### src/rtl/ahb_bridge_arbiter.sv
// Round-robin arbiter for the shared AHB-to-APB bridge port with a per-tenure burst cap.
// Optional locked transfers are enabled by defining ARB_LOCK_EN.
`default_nettype none

module ahb_bridge_arbiter #(
  parameter int NUM_MASTERS    = 4,
  parameter int DEFAULT_MASTER = 0,
  parameter int MAX_BURST      = 16
) (
  input  logic                                 hclk,
  input  logic                                 hresetn,
  input  logic [NUM_MASTERS-1:0]               hbusreq,
  input  logic [NUM_MASTERS-1:0]               hlock,
  input  logic [1:0]                           htrans,
  input  logic                                 hready,
  output logic [NUM_MASTERS-1:0]               hgrant,
  output logic [$clog2(NUM_MASTERS)-1:0]       hmaster,
  output logic [$clog2(NUM_MASTERS)-1:0]       hmaster_d,
  output logic                                 hmastlock
);

  localparam int IW = $clog2(NUM_MASTERS);
  localparam int CW = $clog2(MAX_BURST + 1);

  localparam logic [1:0] ST_PARK   = 2'd0;
  localparam logic [1:0] ST_OWN    = 2'd1;
`ifdef ARB_LOCK_EN
  localparam logic [1:0] ST_LOCKED = 2'd2;
`endif

  localparam logic [IW-1:0] DEF_IDX = IW'(DEFAULT_MASTER);
  localparam logic [CW-1:0] MAX_CNT = CW'(MAX_BURST);

  logic [1:0]    state_q, state_d;
  logic [IW-1:0] gidx_q, gidx_d;
  logic [IW-1:0] rr_ptr_q, rr_ptr_d;
  logic [CW-1:0] cnt_q, cnt_d;
  logic [IW-1:0] hmaster_q, hmaster_d_q;
  logic          win_found;
  logic [IW-1:0] win_idx;
  logic [CW-1:0] cnt_sat;
  logic          expire;
  logic          lock_req;

  // Only HTRANS[1] (NONSEQ/SEQ) matters; hlock is dead without the lock feature.
  logic w_unused_inputs;
  assign w_unused_inputs = htrans[0] ^ (^hlock);

`ifdef ARB_LOCK_EN
  assign lock_req = hlock[gidx_q];
`else
  assign lock_req = 1'b0;
`endif

  // Descending scan so the nearest requester after rr_ptr is the last to overwrite.
  always_comb begin
    logic [IW-1:0] idx;
    win_found = 1'b0;
    win_idx   = rr_ptr_q;
    idx       = '0;
    for (int i = NUM_MASTERS; i >= 1; i--) begin
      idx = IW'((int'(rr_ptr_q) + i) % NUM_MASTERS);
      if (hbusreq[idx]) begin
        win_found = 1'b1;
        win_idx   = idx;
      end
    end
  end

  assign cnt_sat = (htrans[1] && (cnt_q != MAX_CNT)) ? cnt_q + CW'(1) : cnt_q;
  assign expire  = (cnt_sat == MAX_CNT);

  always_ff @(posedge hclk or negedge hresetn) begin
    if (!hresetn) begin
      state_q     <= ST_PARK;
      gidx_q      <= DEF_IDX;
      rr_ptr_q    <= DEF_IDX;
      cnt_q       <= '0;
      hmaster_q   <= DEF_IDX;
      hmaster_d_q <= DEF_IDX;
    end else if (hready) begin
      state_q     <= state_d;
      gidx_q      <= gidx_d;
      rr_ptr_q    <= rr_ptr_d;
      cnt_q       <= cnt_d;
      hmaster_q   <= gidx_q;
      hmaster_d_q <= hmaster_q;
    end
  end

  always_comb begin
    state_d  = state_q;
    gidx_d   = gidx_q;
    rr_ptr_d = rr_ptr_q;
    cnt_d    = cnt_sat;
    case (state_q)
      ST_PARK: begin
        cnt_d = '0;
        if (win_found) begin
          state_d  = ST_OWN;
          gidx_d   = win_idx;
          rr_ptr_d = win_idx;
        end
      end
      ST_OWN: begin
        if (lock_req) begin
`ifdef ARB_LOCK_EN
          state_d = ST_LOCKED;
`endif
        end else if (hbusreq[gidx_q] && !expire) begin
          state_d = ST_OWN;
        end else if (win_found) begin
          gidx_d   = win_idx;
          rr_ptr_d = win_idx;
          cnt_d    = '0;
        end else begin
          state_d = ST_PARK;
          gidx_d  = DEF_IDX;
          cnt_d   = '0;
        end
      end
`ifdef ARB_LOCK_EN
      // The beat on which hlock drops is still owned; normal rules resume next edge.
      ST_LOCKED: begin
        if (!lock_req) state_d = ST_OWN;
      end
`endif
      default: begin
        state_d = ST_PARK;
        gidx_d  = DEF_IDX;
        cnt_d   = '0;
      end
    endcase
  end

`ifdef ARB_LOCK_EN
  logic hmastlock_q;
  always_ff @(posedge hclk or negedge hresetn) begin
    if (!hresetn) begin
      hmastlock_q <= 1'b0;
    end else if (hready) begin
      hmastlock_q <= lock_req && (state_q != ST_PARK);
    end
  end
  assign hmastlock = hmastlock_q;
`else
  assign hmastlock = 1'b0;
`endif

  always_comb begin
    hgrant         = '0;
    hgrant[gidx_q] = 1'b1;
  end

  assign hmaster   = hmaster_q;
  assign hmaster_d = hmaster_d_q;

endmodule

`default_nettype wire
### config.mk
export PLATFORM = sky130hd
export DESIGN_NAME = ahb_bridge_arbiter
export DESIGN_NICKNAME = d
export VERILOG_FILES = /design/src/rtl/ahb_bridge_arbiter.sv
export SDC_FILE = /design/constraint.sdc
export NUM_CORES = 1
export LEC_CHECK = 0
export ABC_CLOCK_PERIOD_IN_PS = 2550
export CAP_MARGIN = 20
export CORE_MARGIN = 4
export CORE_UTILIZATION = 35
export DETAILED_ROUTE_END_ITERATION = 16
export PLACE_DENSITY_LB_ADDON = 0.3
export SLEW_MARGIN = 0
export SYNTH_ARGS = -nofsm -noshare
export SYNTH_HDL_FRONTEND = slang
export SYNTH_SLANG_ARGS = --single-unit
### constraint.sdc
create_clock -name hclk -period 2.55 [get_ports hclk]
set_input_delay 0.6375 -clock hclk [delete_from_list [all_inputs] [get_ports hclk]]
set_output_delay 0.6375 -clock hclk [all_outputs]
set_load 0.01 [all_outputs]
---- Word level (Yosys, flattened, before mapping) ----
Index checks and enable logic that the tools add are counted.
word-level totals
  memory bits (writable) .................. 0
  memories kept ........................... 0
  input bits .............................. 13
  logic and storage cells ................. 66
  output and inout bits ................... 9
  latch bits .............................. 0
  memory bits (read-only) ................. 0
  flip-flop bits (word level) ............. 15
cells by class
  shift-type cells ........................ 0
  eq/ne operators ......................... 6
  add/sub/neg operators ................... 5
  bitwise logic cells ..................... 0
  magnitude comparators ................... 6
  multipliers ............................. 0
  div/mod/pow operators ................... 0
  muxes and demuxes ....................... 34
  reductions and logical operators ........ 9
operator list
  operator               count
  $mux W2                12
  $lt A2 B3 Y1 const B   5
  $mux W5                3
  $pmux W2 S2            3
  $bmux W1 S2            5
  $mux W1                10
  $reduce_and A3 Y1      3
  $add A5 B1 Y5 const B  1
  $eq A5 B5 Y1 const B   1
  $ne A5 B5 Y1 const B   1
  $add A2 B1 Y2 const B  2
  $add A2 B2 Y2 const B  2
  $ne A2 B2 Y1 const B   2
  $logic_and A1 B1 Y1    3
  $ne A3 B3 Y1 const B   1
  $demux W1 S2           1
  $eq A2 B1 Y1 const B   1
  $ge A2 B1 Y1 const B   1
  $logic_not A2 Y1       1
  $reduce_bool A2 Y1     1
  $logic_not A1 Y1       1

---- Longest topological paths before layout ----
Gate-level depths: netlist of run 1.
  word-level depth ........................ 10
  gate-level depth with buffers ........... 7

---- Worst setup path before layout of run 1 ----
OpenSTA, ideal clock, no wires.
  kind .................................... input-to-reg
  from .................................... input port hbusreq[3]
  to ...................................... register rr_ptr_q[0]
  path buffers ............................ 0
  cell stages on the path ................. 4
  data arrival time ....................... 1,755 ps
  slack ................................... 670 ps
  path through ............................ mux4_2 > and2_4 > a21oi_4 > mux2_4
on the way
  cells in the longest elaborated chain, start to end .. 9
ends and longest elaborated chain
  element                                                  RTL line  source
  start, declared                                          12        input logic [NUM_MASTERS-1:0] hbusreq,
  $bmux W1 S2                                              63        if (hbusreq[idx]) begin
  $mux W1 (not written as such)                            63
  $mux W2 / $mux W1 (equally long branches) (4 in series)  63
  $mux W2                                                  99, 112
  $mux W2                                                  110       end else if (hbusreq[gidx_q] && !expire) begin
  $pmux W2 S2                                              96        case (state_q)
  end signal, assigned                                     84        rr_ptr_q <= rr_ptr_d;
  end, declared                                            36        logic [IW-1:0] rr_ptr_q, rr_ptr_d;
Parallel ways exist; a longest one is shown, timed or not. The select of a mux whose other input is x is not followed.
A chain may end at the register's enable or synchronous reset.

---- Worst setup path after layout of run 1 ----
  from .................................... input port htrans[1]
  to ...................................... register rr_ptr_q[1]
on the way
  cells in the longest elaborated chain, start to end .. 7
ends and longest elaborated chain
  element                      RTL line  source
  start, declared              14        input logic [1:0] htrans,
  $logic_and A1 B1 Y1          70        assign cnt_sat = (htrans[1] && (cnt_q != MAX_CNT)) ? cnt_q + CW'(1) : cnt_q;
  $mux W5                      70
  $eq A5 B5 Y1                 71        assign expire = (cnt_sat == MAX_CNT);
  $logic_not A1 Y1             110
  $logic_and A1 B1 Y1          110
  $ne A2 B2 Y1 (no line)       -
  $reduce_and A3 Y1 (no line)  -
No other way between the ends.

==> flow_metrics.tcl, run 1 <==
set metrics [dict create \
    postCtsSetupBuffers 0 \
    drv_cap 0 \
    synth_fa_ha_area_share_pct 2.75 \
    criticalPathCategory "input port to flip-flop" \
    hold_violations 0 \
    startpoint_type "input port" \
    grt_pass1_wl_um 3160 \
    antenna_found_initial 0 \
    postCtsHoldBufs 0 \
    clock_power_share_pct 16.2 \
    gr-usage-met2_pct 20.2 \
    htreeDepth 1 \
    dp_slack_ps 101 \
    synth_edf_count 0 \
    grt_pass1_vias 741 \
    synth_cells 86 \
    p_int_mw 0.649 \
    slowest_stage "clkdlybuf4s50_1" \
    synth-seq-area-share_pct 38.5 \
    io_buffers 15 \
    die_area_um2 3480 \
    ys_top_cells_by_count "dfrtp_1, o21ai_0, inv_1" \
    drive_gt1_share_pct 23.8 \
    drc_errors 0 \
    clkTransAtPathRegs_ps 80 \
    dpl.cell_count 131 \
    core-area_um2 2480 \
    synthXorXnorAreaFrac_pct 1.93 \
    worst_slack_ps 374 \
    yosys_warnings 0 \
    initial_core_util_pct 36.7 \
    worstSkewPairLatency_ps 270 \
    max_stage_delay_ps 560 \
    hold_path_class "flip-flop to flip-flop" \
    overflow 0 \
    yosysMostFrequentCell "dfrtp_1" \
    status "completed" \
    synth_top_flop_cell "dfrtp_1" \
    synth.largest_area_cell "dfrtp_1" \
    leakagePower_nw 0.478 \
    synth.area.mux_share_pct 12.4 \
    synth_area_um2 910 \
    clk_path_buf_depth 2 \
    fp.dieW_um 59.0 \
    first_iter_violations 16 \
    cts_tree "done" \
    boundaryPins 22 \
    drtPass1Iterations 4 \
    routed_via_density 5.28 \
    synth.distinct_cells 39 \
    skew_ps 2.93 \
    synth_top_area_share_pct 38.5 \
    synth_area_leaders "dfrtp_1, o21ai_0, mux2_2" \
    fin_crit_sh_pct 85.3 \
    timing.fmax_ghz 0.460 \
    vias 713 \
    power_switching_mw 0.320 \
    grt_use_met3_pct 3.92 \
    crit_chain "clkdlybuf4s50_1, nand4_1, xor2_1, o221ai_2, a21oi_4, mux2_4" \
    syn_avg_cell_area_um2 10.6 \
    synth_nets 101 \
    timing.critical_path.required_ps 2720 \
    ant_nets 0 \
    switching_share_pct 33.0 \
    regArea_um2 350 \
    setup_viol_count_final 0 \
    synth_compound_area_share_pct 20.5 \
    n_antenna_cell 0 \
    routabilityCongestion 0.774 \
    hpwl_um 1430 \
    area_growth_pct 25.0 \
    drv_slew 0 \
    cts_resized 0 \
    cp.arrival_ps 2340 \
    ir_worst_vdd_mv 0.703 \
    tns_ps 0 \
    nets 121 \
    power_density_nw_per_um2 852 \
    grtUsageMet1_pct 14.0 \
    grt.total_usage_pct 11.7 \
    async_flop_share_pct 100 \
    top_usage_layer "met2" \
    combPwrFrac_pct 45.0 \
    routed_wl_um 1760 \
    clock_sinks 14 \
    relSlewSlack_pct 58.5 \
    die_h_um 59.0 \
    rsz0062_at_grt "no" \
    p_seq_share_pct 38.8 \
    final_cells 135 \
    multiInputGateArea_um2 514 \
    wl_per_cell_um 13.1 \
    row_count 18 \
    finalPower_mw 0.969 \
    path_max_fanout 5 \
    tightest_slew_ps 620 \
    grt_max_degree 15 \
    cts_root_buffer "clkbuf_4" \
    synthSimpleGateAreaFrac_pct 18.6 \
    cts_made_buffers 3 \
    fill_cells 257 \
    synth_top_family_by_area "compound AO/OA/AOI/OAI gates" \
    synth_seq_cells 14 \
    fin_crit_ps 2180 \
    end_kind "flip-flop" \
]
## layout by cell type, fill, tap and decap left out, types with 2 or more instances in the layout
| master | netlist | layout |
|---|---|---|
| inv_1 | 9 | 9 |
| mux2_2 | 4 | 4 |
| a21oi_1 | 2 | 2 |
| dfrtp_1 | 14 | 14 |
| a22o_1 | 2 | 2 |
| clkbuf_4 | 0 | 3 |
| mux2_4 | 3 | 3 |
| nand4_1 | 2 | 2 |
| buf_4 | 1 | 2 |
| o22ai_1 | 2 | 2 |
| nand2_1 | 6 | 6 |
| ha_1 | 2 | 2 |
| nor2b_1 | 3 | 3 |
| o21ai_0 | 10 | 10 |
| clkdlybuf4s50_1 | 0 | 15 |
## critical path: cells and delay by family
| kind | cells | cell delay, ps |
|---|---|---|
| AOI/OAI and AO/OA | 2 | 440 |
| and+or+nand+nor | 1 | 130 |
| xor gates and xnor gates | 1 | 250 |
| buffers and inverters | 1 | 560 |
| muxes | 1 | 310 |
## area by class of cell
type	count	area share, %
multi-input cells	61	45.2
flip-flops and latches	14	30.8
repair buffers	17	14.5
well taps	30	3.30
clock buffers	4	3.19
inverters	9	2.97
## flip-flops by register name, indices dropped and copies added, names as in the netlist
signal and count:
hmaster 2, state_q 1, hmaster_d 2, gidx_q 2, cnt_q 5, rr_ptr_q 2
## power groups by stage
stage | clock network, mW | logic [mW] | registers [mW]
final | 0.157 | 0.436 | 0.376
after global routing | 0.174 | 0.478 | 0.395
after CTS | 0.168 | 0.444 | 0.376
after floorplan | 0 | 0.253 | 0.376
after global placement | 0 | 0.432 | 0.374
after detailed placement | 0 | 0.443 | 0.379
## layer usage
| layer | wire [um] | part of all wire, % |
|---|---|---|
| met5 | 0 | 0 |
| met4 | 31 | 1.8 |
| met3 | 69 | 3.9 |
| met2 | 917 | 52 |
| met1 | 743 | 42 |
## cells by family (layout without fill, tap and decap cells)
kind of cell | after synthesis | count (layout)
buffers and inverters | 11 | 30
adder cells (fa/ha/maj) | 2 | 2
flip-flops | 14 | 14
other | 1 | 1
XOR/XNOR | 2 | 2
AO/OA/AOI/OAI | 25 | 25
AND/OR/NAND/NOR | 23 | 23
multiplexers | 8 | 8
## per-stage QoR
step	hold slack [ps]	cell area [um2]	util, %
2_1_floorplan	342	910	-
3_3_place_gp	491	1100	44.4
5_1_grt	548	1140	45.9
6_report	517	1140	45.9
4_1_cts	525	1140	45.9
3_5_place_dp	499	1100	44.4
## worst paths after layout
kind	from	endpoint	slack, ps	cells past startpoint
worst min-delay path	hmaster_d[0]$_DFFE_PN0P_	hmaster_d[0]$_DFFE_PN0P_	520	1
worst min register to register	hmaster_d[0]$_DFFE_PN0P_	hmaster_d[0]$_DFFE_PN0P_	520	1
worst max register to register	cnt_q[0]$_DFFE_PN0P_	rr_ptr_q[1]$_DFFE_PN0P_	520	7
worst max-delay path	htrans[1]	rr_ptr_q[1]$_DFFE_PN0P_	370	6
min in group asynchronous	hresetn	rr_ptr_q[0]$_DFFE_PN0P_	740	1
max in group asynchronous	hresetn	cnt_q[4]$_DFFE_PN0P_	1410	1
Note: power is estimated with default switching activity, not from simulation.
==> inputs of run 2 (changes only) <==
Settings changed: TNS_END_PERCENT set to 100.
==> results of run 2 <==
No change in the layout: final DEF, timing and power equal those of run 1.
==> inputs of run 3 (changes only) <==
Settings changed: ABC_CLOCK_PERIOD_IN_PS 2550 to 2000.
Clock period 2.55 ns to 2 ns, I/O delays scaled along.
==> flow_metrics.tcl, run 3 (same netlist as run 1, synthesis figures left out) <==
set metrics [dict create \
    power_density_nw_per_um2 1050 \
    cts_root_buffer "clkbuf_4" \
    ant_nets 0 \
    grt.total_usage_pct 12.6 \
    routabilityCongestion 0.785 \
    antenna_found_initial 0 \
    drtPass1Iterations 4 \
    htreeDepth 1 \
    slowest_stage "mux4_2" \
    grt_max_degree 15 \
    crit_chain "clkdlybuf4s50_1, mux4_2, and2_4, a21oi_4, mux2_4" \
    criticalPathCategory "input port to flip-flop" \
    drv_cap 0 \
    fin_crit_sh_pct 98.9 \
    ir_worst_vdd_mv 0.899 \
    status "completed" \
    leakagePower_nw 0.533 \
    clkTransAtPathRegs_ps 80 \
    die_area_um2 3480 \
    crit_family "multiplexers" \
    wl_per_cell_um 13.4 \
    core-area_um2 2480 \
    hold_violations 0 \
    initial_core_util_pct 36.7 \
    clk_path_buf_depth 2 \
    critPathBufInv 1 \
    worstSkewPairLatency_ps 280 \
    cp.arrival_ps 2150 \
    first_iter_violations 19 \
    area_growth_pct 37.6 \
    fin_crit_ps 1980 \
    cts_tree "done" \
    die_h_um 59.0 \
    drv_slew 0 \
    end_kind "flip-flop" \
    drive_gt1_share_pct 34.5 \
    overflow 0 \
    drc_errors 0 \
    cts_made_buffers 3 \
    fp.dieW_um 59.0 \
    boundaryPins 22 \
    dp_slack_ps -317 \
    row_count 18 \
    regMostFlops "cnt_q" \
    max_stage_delay_ps 490 \
    postCtsHoldBufs 0 \
    vias 751 \
    tns_ps 0 \
    timing.critical_path.required_ps 2170 \
    skew_ps 0.249 \
    largest_register_ffs 5 \
    hold_path_class "input port to asynchronous set/reset pin" \
    nets 132 \
    routed_wl_um 1960 \
    worst_slack_ps 21.3 \
    fin_util_pct 50.5 \
    hpwl_um 1530 \
    setup_viol_count_final 0 \
    io_buffers 15 \
    regArea_um2 353 \
    path_max_fanout 5 \
    n_antenna_cell 0 \
    grt_pass1_wl_um 3320 \
    timing.fmax_ghz 0.505 \
    startpoint_type "input port" \
    mostFrequentLayoutCells "clkdlybuf4s50_1, buf_4, dfrtp_1, o21ai_0, inv_1" \
    grt_pass1_vias 773 \
    routed_via_density 5.14 \
    clock_sinks 14 \
    fill_cells 250 \
    multiInputGateArea_um2 546 \
]
## run 3: cell count changes in the layout (fill, tap and decap cells not counted), moves of 2 or more
cell and delta:
buf_4 +11, clkdlybuf4s50_1 -2, dfrtp_1 -2, dfrtp_2 +2
dlygate4sd2_1 +2
## run 3: where the power goes
| group | leakage (nW) | total, mW | internal [mW] | switching [mW] |
|---|---|---|---|---|
| Sequential | 0.176 | 0.474 | 0.376 | 0.0980 |
| Clock | 0.0210 | 0.203 | 0.111 | 0.0919 |
| Combinational | 0.337 | 0.637 | 0.390 | 0.247 |
| Total | 0.533 | 1.31 | 0.877 | 0.437 |
## run 3: cell type report
type | count | area share, %
clock buffer | 4 | 2.90
inverter | 9 | 2.70
timing repair buffer | 28 | 19.6
multi-input combinational | 61 | 43.6
sequential | 14 | 28.2
tap | 30 | 3.00
## run 3: stage by stage
step                area, um2  hold WS, ps  total power [mW]  instances
floorplan                 910          204             0.801         86
global placement         1170          491              1.05        140
detailed placement       1170          505              1.08        140
CTS                      1200          510              1.29        144
global route             1250          516              1.42        146
finish                   1250          516              1.31        146
## run 3: repair_timing
item	4_1_cts	5_1_grt
pin swaps	2	3
gates resized for setup	2	7
buffers inserted	0	2
endpoints found under the setup margin	2	6
## run 3: worst paths after layout
check,from,endpoint,slack [ps],depth (start not counted)
setup reg to reg,cnt_q[1]$_DFFE_PN0P_,rr_ptr_q[0]$_DFFE_PN0P_,70,7
max in group asynchronous,hresetn,gidx_q[0]$_DFFE_PN0P_,1310,2
hold / removal,hresetn,hmaster_d[1]$_DFFE_PN0P_,520,2
min in group hclk,hmaster_d[1]$_DFFE_PN0P_,hmaster_d[1]$_DFFE_PN0P_,520,1
hold reg to reg,hmaster_d[1]$_DFFE_PN0P_,hmaster_d[1]$_DFFE_PN0P_,520,1
setup / recovery,hbusreq[0],rr_ptr_q[0]$_DFFE_PN0P_,20,5
## run 3: layer usage
| layer | wire length (um) | global-route usage, % |
|---|---|---|
| met2 | 1000 | 21.3 |
| met3 | 53 | 3.27 |
| met5 | 0 | 0 |
| met1 | 849 | 14.4 |
| met4 | 51 | 6.80 |
